`src/rtl/seg7_pattern_decoder.sv`:
```
// Debounces an active-low 7-segment bus and decodes it back to a hex nibble
// behind a one-entry valid/ready register. Define SEG7_ERRCNT_EN to add ERR_COUNT.
module seg7_pattern_decoder #(
    parameter int unsigned STABLE_CYCLES = 4,
    parameter int unsigned CNT_W         = 8
) (
    input  logic       CLOCK_50,
    input  logic       RESET_N,
    input  logic [6:0] SEG,
    input  logic       OUT_READY,
    input  logic       CLR_OVF,
    output logic [3:0] NIBBLE,
    output logic       OUT_VALID,
    output logic       BLANK,
    output logic       ERR,
`ifdef SEG7_ERRCNT_EN
    output logic       OVF,
    output logic [7:0] ERR_COUNT
`else
    output logic       OVF
`endif
);

    localparam logic [CNT_W-1:0] CntMax    = CNT_W'(STABLE_CYCLES);
    localparam logic [CNT_W-1:0] CntAccept = CNT_W'(STABLE_CYCLES - 1);
    localparam logic [6:0]       SegBlank  = 7'h7F;

    typedef enum logic {StTrack, StSettled} state_e;

    state_e           state_q;
    logic [6:0]       seg_q;
    logic [CNT_W-1:0] cnt_q;
    logic [3:0]       nibble_q;
    logic             valid_q;
    logic             blank_q;
    logic             err_q;
    logic             ovf_q;

    logic             same;
    logic             accept;
    logic             legal;
    logic [3:0]       dec;
    logic             consume;
    logic             ovf_set;
    logic             err_set;

    always_comb begin
        legal = 1'b1;
        dec   = 4'h0;
        unique case (seg_q)
            7'h40: dec = 4'h0;
            7'h79: dec = 4'h1;
            7'h24: dec = 4'h2;
            7'h30: dec = 4'h3;
            7'h19: dec = 4'h4;
            7'h12: dec = 4'h5;
            7'h02: dec = 4'h6;
            7'h78: dec = 4'h7;
            7'h00: dec = 4'h8;
            7'h10: dec = 4'h9;
            7'h08: dec = 4'hA;
            7'h03: dec = 4'hB;
            7'h46: dec = 4'hC;
            7'h21: dec = 4'hD;
            7'h06: dec = 4'hE;
            7'h0E: dec = 4'hF;
            default: legal = 1'b0;
        endcase
    end

    always_comb begin
        same    = (SEG == seg_q);
        accept  = (state_q == StTrack) && same && (cnt_q == CntAccept);
        consume = valid_q && OUT_READY;
        // A full, unconsumed holding register drops the new value.
        ovf_set = accept && legal && valid_q && !OUT_READY;
        err_set = accept && !legal && (seg_q != SegBlank);
    end

    always_ff @(posedge CLOCK_50 or negedge RESET_N) begin
        if (!RESET_N) begin
            state_q  <= StTrack;
            seg_q    <= SegBlank;
            cnt_q    <= '0;
            nibble_q <= 4'h0;
            valid_q  <= 1'b0;
            blank_q  <= 1'b1;
            err_q    <= 1'b0;
            ovf_q    <= 1'b0;
        end else begin
            seg_q <= SEG;
            if (!same) begin
                cnt_q <= '0;
            end else if (cnt_q != CntMax) begin
                cnt_q <= cnt_q + CNT_W'(1);
            end

            unique case (state_q)
                StTrack:   if (accept) state_q <= StSettled;
                StSettled: if (!same) state_q <= StTrack;
                default:   state_q <= StTrack;
            endcase

            if (consume) valid_q <= 1'b0;
            if (accept) begin
                if (legal) begin
                    blank_q <= 1'b0;
                    if (!ovf_set) begin
                        nibble_q <= dec;
                        valid_q  <= 1'b1;
                    end
                end else if (seg_q == SegBlank) begin
                    blank_q <= 1'b1;
                end
            end

            err_q <= err_set;
            if (ovf_set) begin
                ovf_q <= 1'b1;
            end else if (CLR_OVF) begin
                ovf_q <= 1'b0;
            end
        end
    end

`ifdef SEG7_ERRCNT_EN
    logic [7:0] err_cnt_q;

    always_ff @(posedge CLOCK_50 or negedge RESET_N) begin
        if (!RESET_N) begin
            err_cnt_q <= 8'h00;
        end else if (err_set) begin
            if (CLR_OVF) begin
                err_cnt_q <= 8'h01;
            end else if (err_cnt_q != 8'hFF) begin
                err_cnt_q <= err_cnt_q + 8'h01;
            end
        end else if (CLR_OVF) begin
            err_cnt_q <= 8'h00;
        end
    end

    assign ERR_COUNT = err_cnt_q;
`endif

    assign NIBBLE    = nibble_q;
    assign OUT_VALID = valid_q;
    assign BLANK     = blank_q;
    assign ERR       = err_q;
    assign OVF       = ovf_q;

endmodule

```
`config.mk`:
```
export PLATFORM = sky130hd
export DESIGN_NAME = seg7_pattern_decoder
export DESIGN_NICKNAME = d
export VERILOG_FILES = /design/src/rtl/seg7_pattern_decoder.sv
export SDC_FILE = /design/constraint.sdc
export NUM_CORES = 1
export LEC_CHECK = 0
export CORE_UTILIZATION = 43
export DETAILED_ROUTE_END_ITERATION = 7
export GPL_ROUTABILITY_DRIVEN = 1
export HOLD_SLACK_MARGIN = 0.12
export PLACE_DENSITY = 0.64
export SYNTH_ARGS = -nofsm -noshare
export SYNTH_HDL_FRONTEND = slang
export SYNTH_SLANG_ARGS = --single-unit
```
`constraint.sdc`:
```
create_clock -name CLOCK_50 -period 2.1 [get_ports CLOCK_50]
set_clock_uncertainty 0.15 [all_clocks]
set_input_delay 0.63 -clock CLOCK_50 [delete_from_list [all_inputs] [get_ports CLOCK_50]]
set_output_delay 0.63 -clock CLOCK_50 [all_outputs]
set_load 0.1 [all_outputs]
```
; ---- Word-level counts from Yosys, hierarchy flattened
; Index checks and enable logic that the tools add are counted.
[totals]
register_bits = 24
out_inout_bits = 8
inputBits = 11
wordCells = 63
[classes]
bitwise = 2
n_mux = 15
reduce_logical = 16
addsub = 1
n_eq_ne = 21
[op_table]
columns = op, n
row1 = case mux 4 bit (15 select lines), 1
row2 = == test 7 bit (second input constant), 5
row3 = == test 7 x 5 -> 1 bit (second input constant), 3
row4 = == test 7 x 6 -> 1 bit (second input constant), 3
row5 = two-way mux 8 bit, 2
row6 = OR reduction 16 bit, 1
row7 = == test 7 x 2 -> 1 bit (second input constant), 2
row8 = == test 7 x 4 -> 1 bit (second input constant), 2
row9 = two-way mux 1 bit, 11
row10 = adder 8 x 1 -> 8 bit (second input constant), 1
row11 = == test 8 x 2 -> 1 bit (second input constant), 1
row12 = logical AND 1 bit, 8
row13 = inequality test 8 x 3 -> 1 bit (second input constant), 1
row14 = == test 7 x 3 -> 1 bit (second input constant), 1
row15 = == test 7 bit, 1
row16 = logical NOT 7 bit, 1
row17 = inequality test 7 bit (second input constant), 1
row18 = nonzero test 2 bit, 2
row19 = AND reduction 3 bit, 1
row20 = logical NOT 1 bit, 2
row21 = inequality test 2 x 1 -> 1 bit (second input constant), 1
row22 = NOT 1 bit, 2
row23 = case mux 1 bit (2 select lines), 1
row24 = AND reduction 2 bit, 1

; ---- Logic depth before layout (Yosys ltp)
; Gate-level depths: netlist (run 1).
[depth]
ltp_word = 9
ltp_mapped = 7

; ---- Worst setup path before layout (run 1)
; OpenSTA, ideal clock, no wires.
[synth_path]
kind = register to register
start = register seg_q[1]
end = register nibble_q[0], in the netlist NIBBLE[0]
t_arrival_ns = 2.004
synth_period_minus_slack_ns = 2.279
path_slack_ns = -0.179
n_path_buf = 2
setup_ns = 0.126
path_stages_with_launch = 8
t_required_ns = 1.824
path_cell_list = dfstp_2 clkbuf_1 buf_1 nor2_1 nand4_1 o311ai_1 o2111ai_4 mux2_2
[synth_between]
elab_chain_cells = 8
elab_cells_between_ends = 27
cone_classes = 16 x eq/ne / 2 x mux / 1 x bitwise / 8 x reduce/logical
[synth_rtl]
columns = item, line_no
row1 = start: declaration, 31  ; logic [6:0] seg_q;
row2 = start signal: assignment, 83  ; seg_q <= SegBlank;
row3 = == test 7 x 4 -> 1 bit (tied with other cells), 50  ; unique case (seg_q)
row4 = OR reduction 16 bit (no source line) / logical AND 1 bit (equally long branches), --
row5 = two-way mux 1 bit / logical AND 1 bit (equally long branches), "50, 73"
row6 = logical AND 1 bit (3 in series), 76  ; ovf_set = accept && legal && valid_q && !OUT_READY;
row7 = NOT 1 bit (no source line), --
row8 = AND reduction 3 bit (no source line), --
row9 = end signal: assignment, 85  ; nibble_q <= 4'h0;
row10 = end signal: assignment, 109  ; nibble_q <= dec;
row11 = end: declaration, 33  ; logic [3:0] nibble_q;
; Parallel ways exist; a longest one is shown, timed or not.
; A chain may end at the register's enable or synchronous reset.

; ---- Worst setup path in the final report (run 1)
[layout_path]
start = register seg_q[2]
end = register nibble_q[1], in the netlist NIBBLE[1]
; The elaborated chain is that of the path after synthesis.

==> results.sh, run 1 <==
export IMPL_hp_class="flip-flop to flip-flop"
export IMPL_drtIter0Drc=27
export IMPL_grt_max_degree=25
export IMPL_crit_top_cell="o2111ai_4"
export IMPL_vias=1192
export IMPL_cts_sink_count=24
export IMPL_cts_tree="yes"
export IMPL_grt_pass1_vias=1170
export IMPL_tns_ps=-584.4
export IMPL_grt_pass1_wl_um=5050
export IMPL_h_tree_depth=1
export IMPL_wire_per_inst_um=13.46
export IMPL_num_io_pins=19
export IMPL_ir_drop_mv=0.2804
export IMPL_hp_start="state_q$_DFF_PN0_"
export IMPL_synth_seq_cells=24
export IMPL_fmax_mhz=450.3
export IMPL_area_growth_pct=44.89
export IMPL_core_um2=3103
export IMPL_diodes=0
export IMPL_viasPerCell=5.298
export IMPL_rrSetupSlack_ps=-120
export IMPL_ant_nets=0
export IMPL_syn_avg_cell_area_um2=10.23
export IMPL_yosysSeqAreaShare=0.4296
export IMPL_gr_total_overflow=0
export IMPL_whs_path_depth=1
export IMPL_synth_ff_type="dfrtp_1"
export IMPL_clock_path_buffers=2
export IMPL_r2r_cells=6
export IMPL_clk_pin_slew_ps=150
export IMPL_yosys_warnings=0
export IMPL_leakage_uw=0.0008668
export IMPL_hold_viol=0
export IMPL_dp_cells=217
export IMPL_timing_hold_ws_ps=367.8
export IMPL_drv_slew=0
export IMPL_synth_edf_count=0
export IMPL_fin_ws_ps=-121.0
export IMPL_drive_above_1_share=0.4033
export IMPL_cts_root_buf="clkbuf_4"
export IMPL_fin_crit_ps=2221
export IMPL_layout_worst_path_cycle_share=1.058
export IMPL_slowest_stage="dfstp_2"
export IMPL_yosys_area_top_type="dfrtp_1"
export IMPL_cp_start_kind="flip-flop"
export IMPL_grt_usage=0.1881
export IMPL_synth_top_area_frac=0.2817
export IMPL_max_slew_margin=0.7388
export IMPL_maxCapViolCount=0
export IMPL_insertion_delay_ps=320
export IMPL_drc=0
export IMPL_first_pass_iters=4
export IMPL_required_ps=2180
export IMPL_portBuffers=18
export IMPL_reg2reg_from="seg_q[2]$_DFF_PN1_"
export IMPL_final_setup_viol_count=8
export IMPL_place_area_um2=1922
export IMPL_syn_instance_count=139
export IMPL_synth_top_cells_by_area="dfrtp_1 (28%), dfstp_2 (15%), xor2_1 (5.5%)"
export IMPL_synth_cell_types=44
export IMPL_violations="setup timing"
export IMPL_design_area_um2=2059
export IMPL_rr_endpoint="NIBBLE[1]$_DFFE_PN0P_"
export IMPL_worstPathArrival_ps=2300
export IMPL_critPathKind="flip-flop to flip-flop"
export IMPL_crit_chain="nor4bb_1 -> a22oi_1 -> buf_4 -> o2111ai_4 -> o2111ai_4 -> mux2_4"
export IMPL_chipWidth_um=59.50
export IMPL_cp_end_kind="flip-flop"
export IMPL_rsz0062_at_grt="true"
export IMPL_nets=195
export IMPL_gp_congestion=0.7891
export IMPL_path_max_fanout=6
export IMPL_syn_area_um2=1421
export IMPL_drt_wl_total_um=3029
export IMPL_cts_buffers=3
export IMPL_outcome="finished, violations left"
export IMPL_fin_cells=225
export IMPL_die_h_um=59.50
export IMPL_synthTopCellsByCount="dfrtp_1 (16), nor2_1 (16), xor2_1 (9)"
export IMPL_synthArstFlopShare=1.000
export IMPL_whs_endpoint="state_q$_DFF_PN0_"
export IMPL_start_util=0.4581
export IMPL_syn_nets=152
export IMPL_worst_path_largest_cell_delay_ps=630
export IMPL_place_ws_ps=-600.2
export IMPL_p_per_area_nw_per_um2=475.5
export IMPL_std_cell_rows=20
export IMPL_dp_hpwl_um=2274
export IMPL_antenna_found_initial=0
export IMPL_die_area_um2=3540
export IMPL_tightest_slew_ps=381.9
[area by class of cell]
type | instances | area, um2
fill | 268 | 1044
multi-input combinational | 101 | 823.3
sequential | 24 | 610.6
timing repair buffer | 47 | 499.2
tap | 44 | 55.05
clock inverter | 1 | 30.03
clock buffer | 3 | 22.52
inverter | 5 | 18.77
[registers in the layout, summed over array words and instances (netlist names)]
register   count
OUT_VALID      1
ERR            1
state_q        1
seg_q          7
BLANK          1
NIBBLE         4
OVF            1
cnt_q          8
[layer usage]
layer / routed length, um / GRT usage / part of all wire
met1: 1402 / 0.2346 / 0.46
met2: 1497 / 0.3355 / 0.49
met3: 113 / 0.02402 / 0.037
met4: 16 / 0.05980 / 0.0053
met5: 0 / 0 / 0
[worst max path at each step]
| stage | from | to | slack (ps) | cells past startpoint |
|---|---|---|---|---|
| after floorplan | seg_q[5]$_DFF_PN1_ | NIBBLE[1]$_DFFE_PN0P_ | -90 | 6 |
| after global placement | SEG[6] | cnt_q[2]$_DFFE_PN0P_ | -540 | 7 |
| after detailed placement | SEG[5] | cnt_q[2]$_DFFE_PN0P_ | -600 | 7 |
| after CTS | seg_q[0]$_DFF_PN1_ | NIBBLE[1]$_DFFE_PN0P_ | -100 | 5 |
| after global routing | seg_q[3]$_DFF_PN1_ | NIBBLE[2]$_DFFE_PN0P_ | -190 | 5 |
| final | seg_q[2]$_DFF_PN1_ | NIBBLE[1]$_DFFE_PN0P_ | -120 | 6 |
[critical path, delay by kind of cell, from the launching register on]
family | cells | cell delay (ps)
and+or+nand+nor | 1 | 320
buffers and inverters | 1 | 160
muxes | 1 | 330
AOI/OAI and AO/OA | 3 | 550
DFF | 1 | 630
[power breakdown]
part,internal [uW],switching [uW],total [uW]
sequential,476,14.5,490
combinational,79.0,67.5,147
clock,193,150,343
total,748,232,979
[cells in the final DEF, fill, tap and decap left out, drive strengths merged, types with 4 or more instances in the layout]
cell and instances:
nor2 16, nand4 4, clkdlybuf4s50 5, dfstp 8
dfrtp 16, mux2 4, nand3 8, inv 5
xor2 9, xnor2 8, nor3 4, buf 37
dlygate4sd2 5
[repair_timing]
action,4_1_cts,5_1_grt
buffers inserted,1,3
endpoints found under the setup margin,16,10
hold endpoints to repair,0,0
hold buffers,0,0
pin swaps,4,9
gates resized for setup,11,9
[cells by family after synthesis]
logic type	share of synthesized area
simple gates	0.2403
flops	0.4296
compound gates	0.1259
xor+xnor	0.1048
buf+inv	0.05017
mux	0.03169
fa+ha+maj	0.01760
[per-stage QoR]
stage / util / power [uW]
6_report: 0.6637 / 979.2
5_1_grt: 0.6637 / 1018
4_1_cts: 0.6456 / 985.0
3_5_place_dp: 0.6194 / 637.3
3_3_place_gp: 0.6194 / 634.2
2_1_floorplan: - / 569.8
Power figures use the tool's default switching activity.
==> inputs of run 2 (changes only) <==
--- a/config.mk
+++ b/config.mk
@@ -5,11 +5,11 @@
 export SDC_FILE = /design/constraint.sdc
 export NUM_CORES = 1
 export LEC_CHECK = 0
-export CORE_UTILIZATION = 43
+export CORE_UTILIZATION = 40
 export DETAILED_ROUTE_END_ITERATION = 7
 export GPL_ROUTABILITY_DRIVEN = 1
 export HOLD_SLACK_MARGIN = 0.12
-export PLACE_DENSITY = 0.64
+export PLACE_DENSITY = 0.6
 export SYNTH_ARGS = -nofsm -noshare
 export SYNTH_HDL_FRONTEND = slang
 export SYNTH_SLANG_ARGS = --single-unit
==> run 2 against run 1 <==
The flow still finishes with violations (setup timing). First-iteration DRC count rose by 33%. Largest cell class unchanged. Via count rose by 2.0%. Total power rose by 3.1%. Setup slack got worse by 67 ps. Die area rose by 7.2%. Critical endpoint is now NIBBLE[2]$_DFFE_PN0P_.
==> results.sh, run 2 (synthesis results as in run 1) <==
export IMPL_cts_buffers=3
export IMPL_chipWidth_um=61.61
export IMPL_die_area_um2=3796
export IMPL_h_tree_depth=1
export IMPL_timing_hold_ws_ps=377.6
export IMPL_critPathKind="flip-flop to flip-flop"
export IMPL_fmax_mhz=437.1
export IMPL_dp_hpwl_um=2424
export IMPL_hold_viol=0
export IMPL_clk_pin_slew_ps=150
export IMPL_fin_crit_ps=2288
export IMPL_core_um2=3363
export IMPL_diodes=0
export IMPL_fin_cells=236
export IMPL_num_io_pins=19
export IMPL_cts_hold_buf=0
export IMPL_clock_path_buffers=2
export IMPL_critPathTopFamily="compound AO/OA/AOI/OAI gates"
export IMPL_violations="setup timing"
export IMPL_required_ps=2190
export IMPL_rr_endpoint="NIBBLE[2]$_DFFE_PN0P_"
export IMPL_start_util=0.4226
export IMPL_reg2reg_from="seg_q[0]$_DFF_PN1_"
export IMPL_tightest_slew_ps=431.3
export IMPL_gr_total_overflow=0
export IMPL_layout_commonest_cell="buf_4"
export IMPL_largest_reg_flops=8
export IMPL_maxCapViolCount=0
export IMPL_place_ws_ps=-603.8
export IMPL_ant_nets=0
export IMPL_top_register="cnt_q"
export IMPL_whs_endpoint="state_q$_DFF_PN0_"
export IMPL_worstPathArrival_ps=2380
export IMPL_nets=204
export IMPL_final_setup_viol_count=16
export IMPL_drc=0
export IMPL_ir_drop_mv=0.3723
export IMPL_grt_pass1_vias=1196
export IMPL_vias=1216
export IMPL_std_cell_rows=21
export IMPL_crit_chain="buf_6 -> nor3b_1 -> o211ai_1 -> o311ai_4 -> o2111ai_4 -> mux2_2"
export IMPL_layout_worst_path_cycle_share=1.089
export IMPL_cts_sink_count=24
export IMPL_fin_ws_ps=-187.6
export IMPL_worst_path_largest_cell_delay_ps=660
export IMPL_portBuffers=18
export IMPL_drive_above_1_share=0.4421
export IMPL_gp_congestion=0.7683
export IMPL_rsz0062_at_grt="true"
export IMPL_dp_cells=222
export IMPL_place_area_um2=1934
export IMPL_outcome="finished, violations left"
export IMPL_drv_slew=0
export IMPL_path_max_fanout=7
export IMPL_first_pass_iters=4
export IMPL_area_growth_pct=52.38
export IMPL_antenna_found_initial=0
export IMPL_drtIter0Drc=36
export IMPL_drt_wl_total_um=3357
export IMPL_cts_tree="yes"
export IMPL_grt_usage=0.1932
export IMPL_die_h_um=61.61
export IMPL_design_area_um2=2166
export IMPL_p_per_area_nw_per_um2=466.2
export IMPL_cp_end_kind="flip-flop"
export IMPL_critical_path_buf_inv_count=1
export IMPL_viasPerCell=5.153
export IMPL_rrSetupSlack_ps=-190
export IMPL_hp_class="flip-flop to flip-flop"
export IMPL_slowest_stage="dfstp_2"
export IMPL_grt_pass1_wl_um=5416
export IMPL_leakage_uw=0.0009375
export IMPL_insertion_delay_ps=330
export IMPL_wire_per_inst_um=14.22
export IMPL_max_slew_margin=0.7098
export IMPL_cts_root_buf="clkbuf_4"
export IMPL_hp_start="state_q$_DFF_PN0_"
export IMPL_grt_max_degree=25
export IMPL_final_cell_mix="buf_4 (32), dfrtp_1 (16), nor2_1 (15)"
export IMPL_r2r_cells=6
export IMPL_whs_path_depth=1
export IMPL_cp_start_kind="flip-flop"
export IMPL_tns_ps=-1863
run 2: cell types whose count changed in the layout (fill, tap and decap cells not counted), moves of 2 or more:
| cell | delta |
|---|---|
| buf_4 | +8 |
| nor2_1 | +3 |
| nor2_2 | -3 |
| buf_6 | +2 |
run 2: layout make-up:
cell class	instances	area [um2]
fill	290	1197
multi-input combinational	101	864.6
sequential	24	610.6
timing repair buffer	56	561.8
tap	46	57.56
clock inverter	1	30.03
clock buffer	3	22.52
inverter	5	18.77
run 2: per-stage QoR:
stage / total power [uW] / util
after detailed placement: 637.3 / 0.5751
after floorplan: 569.8 / -
final: 1010 / 0.6440
after global placement: 634.2 / 0.5751
after CTS: 986.4 / 0.6116
after global routing: 1043 / 0.6440
run 2: worst register-to-register path, delay by kind of cell, from the launching register on:
family	cells	cell delay (ps)
muxes	1	380
buffers and inverters	1	150
AOI/OAI and AO/OA	3	820
and+or+nand+nor	1	50
DFF	1	660
run 2: worst max path at each step:
| stage | cells after the start | end | from |
|---|---|---|---|
| 6_report | 6 | NIBBLE[2]$_DFFE_PN0P_ | seg_q[0]$_DFF_PN1_ |
| 3_3_place_gp | 6 | ERR$_DFF_PN0_ | SEG[6] |
| 3_5_place_dp | 6 | ERR$_DFF_PN0_ | SEG[6] |
| 2_1_floorplan | 6 | NIBBLE[1]$_DFFE_PN0P_ | seg_q[5]$_DFF_PN1_ |
| 4_1_cts | 6 | NIBBLE[1]$_DFFE_PN0P_ | seg_q[5]$_DFF_PN1_ |
| 5_1_grt | 6 | NIBBLE[2]$_DFFE_PN0P_ | seg_q[0]$_DFF_PN1_ |
run 2: where the power goes:
part | internal [uW] | total [uW] | switching, uW
sequential | 476 | 492 | 16.1
clock | 193 | 353 | 159
combinational | 91.2 | 165 | 74.1
total | 760 | 1010 | 250
run 2: timing repair:
action,CTS,global route
setup endpoints to repair,16,16
pin swaps,12,8
setup buffers,4,8
resized for setup,17,13
run 2: layer usage:
layer	up-vias	global-route usage	routed length (um)
li1	606	-	-
met1	579	0.2585	1618
met2	27	0.3303	1592
met3	4	0.01891	99
met4	0	0.05714	46
met5	-	0	0
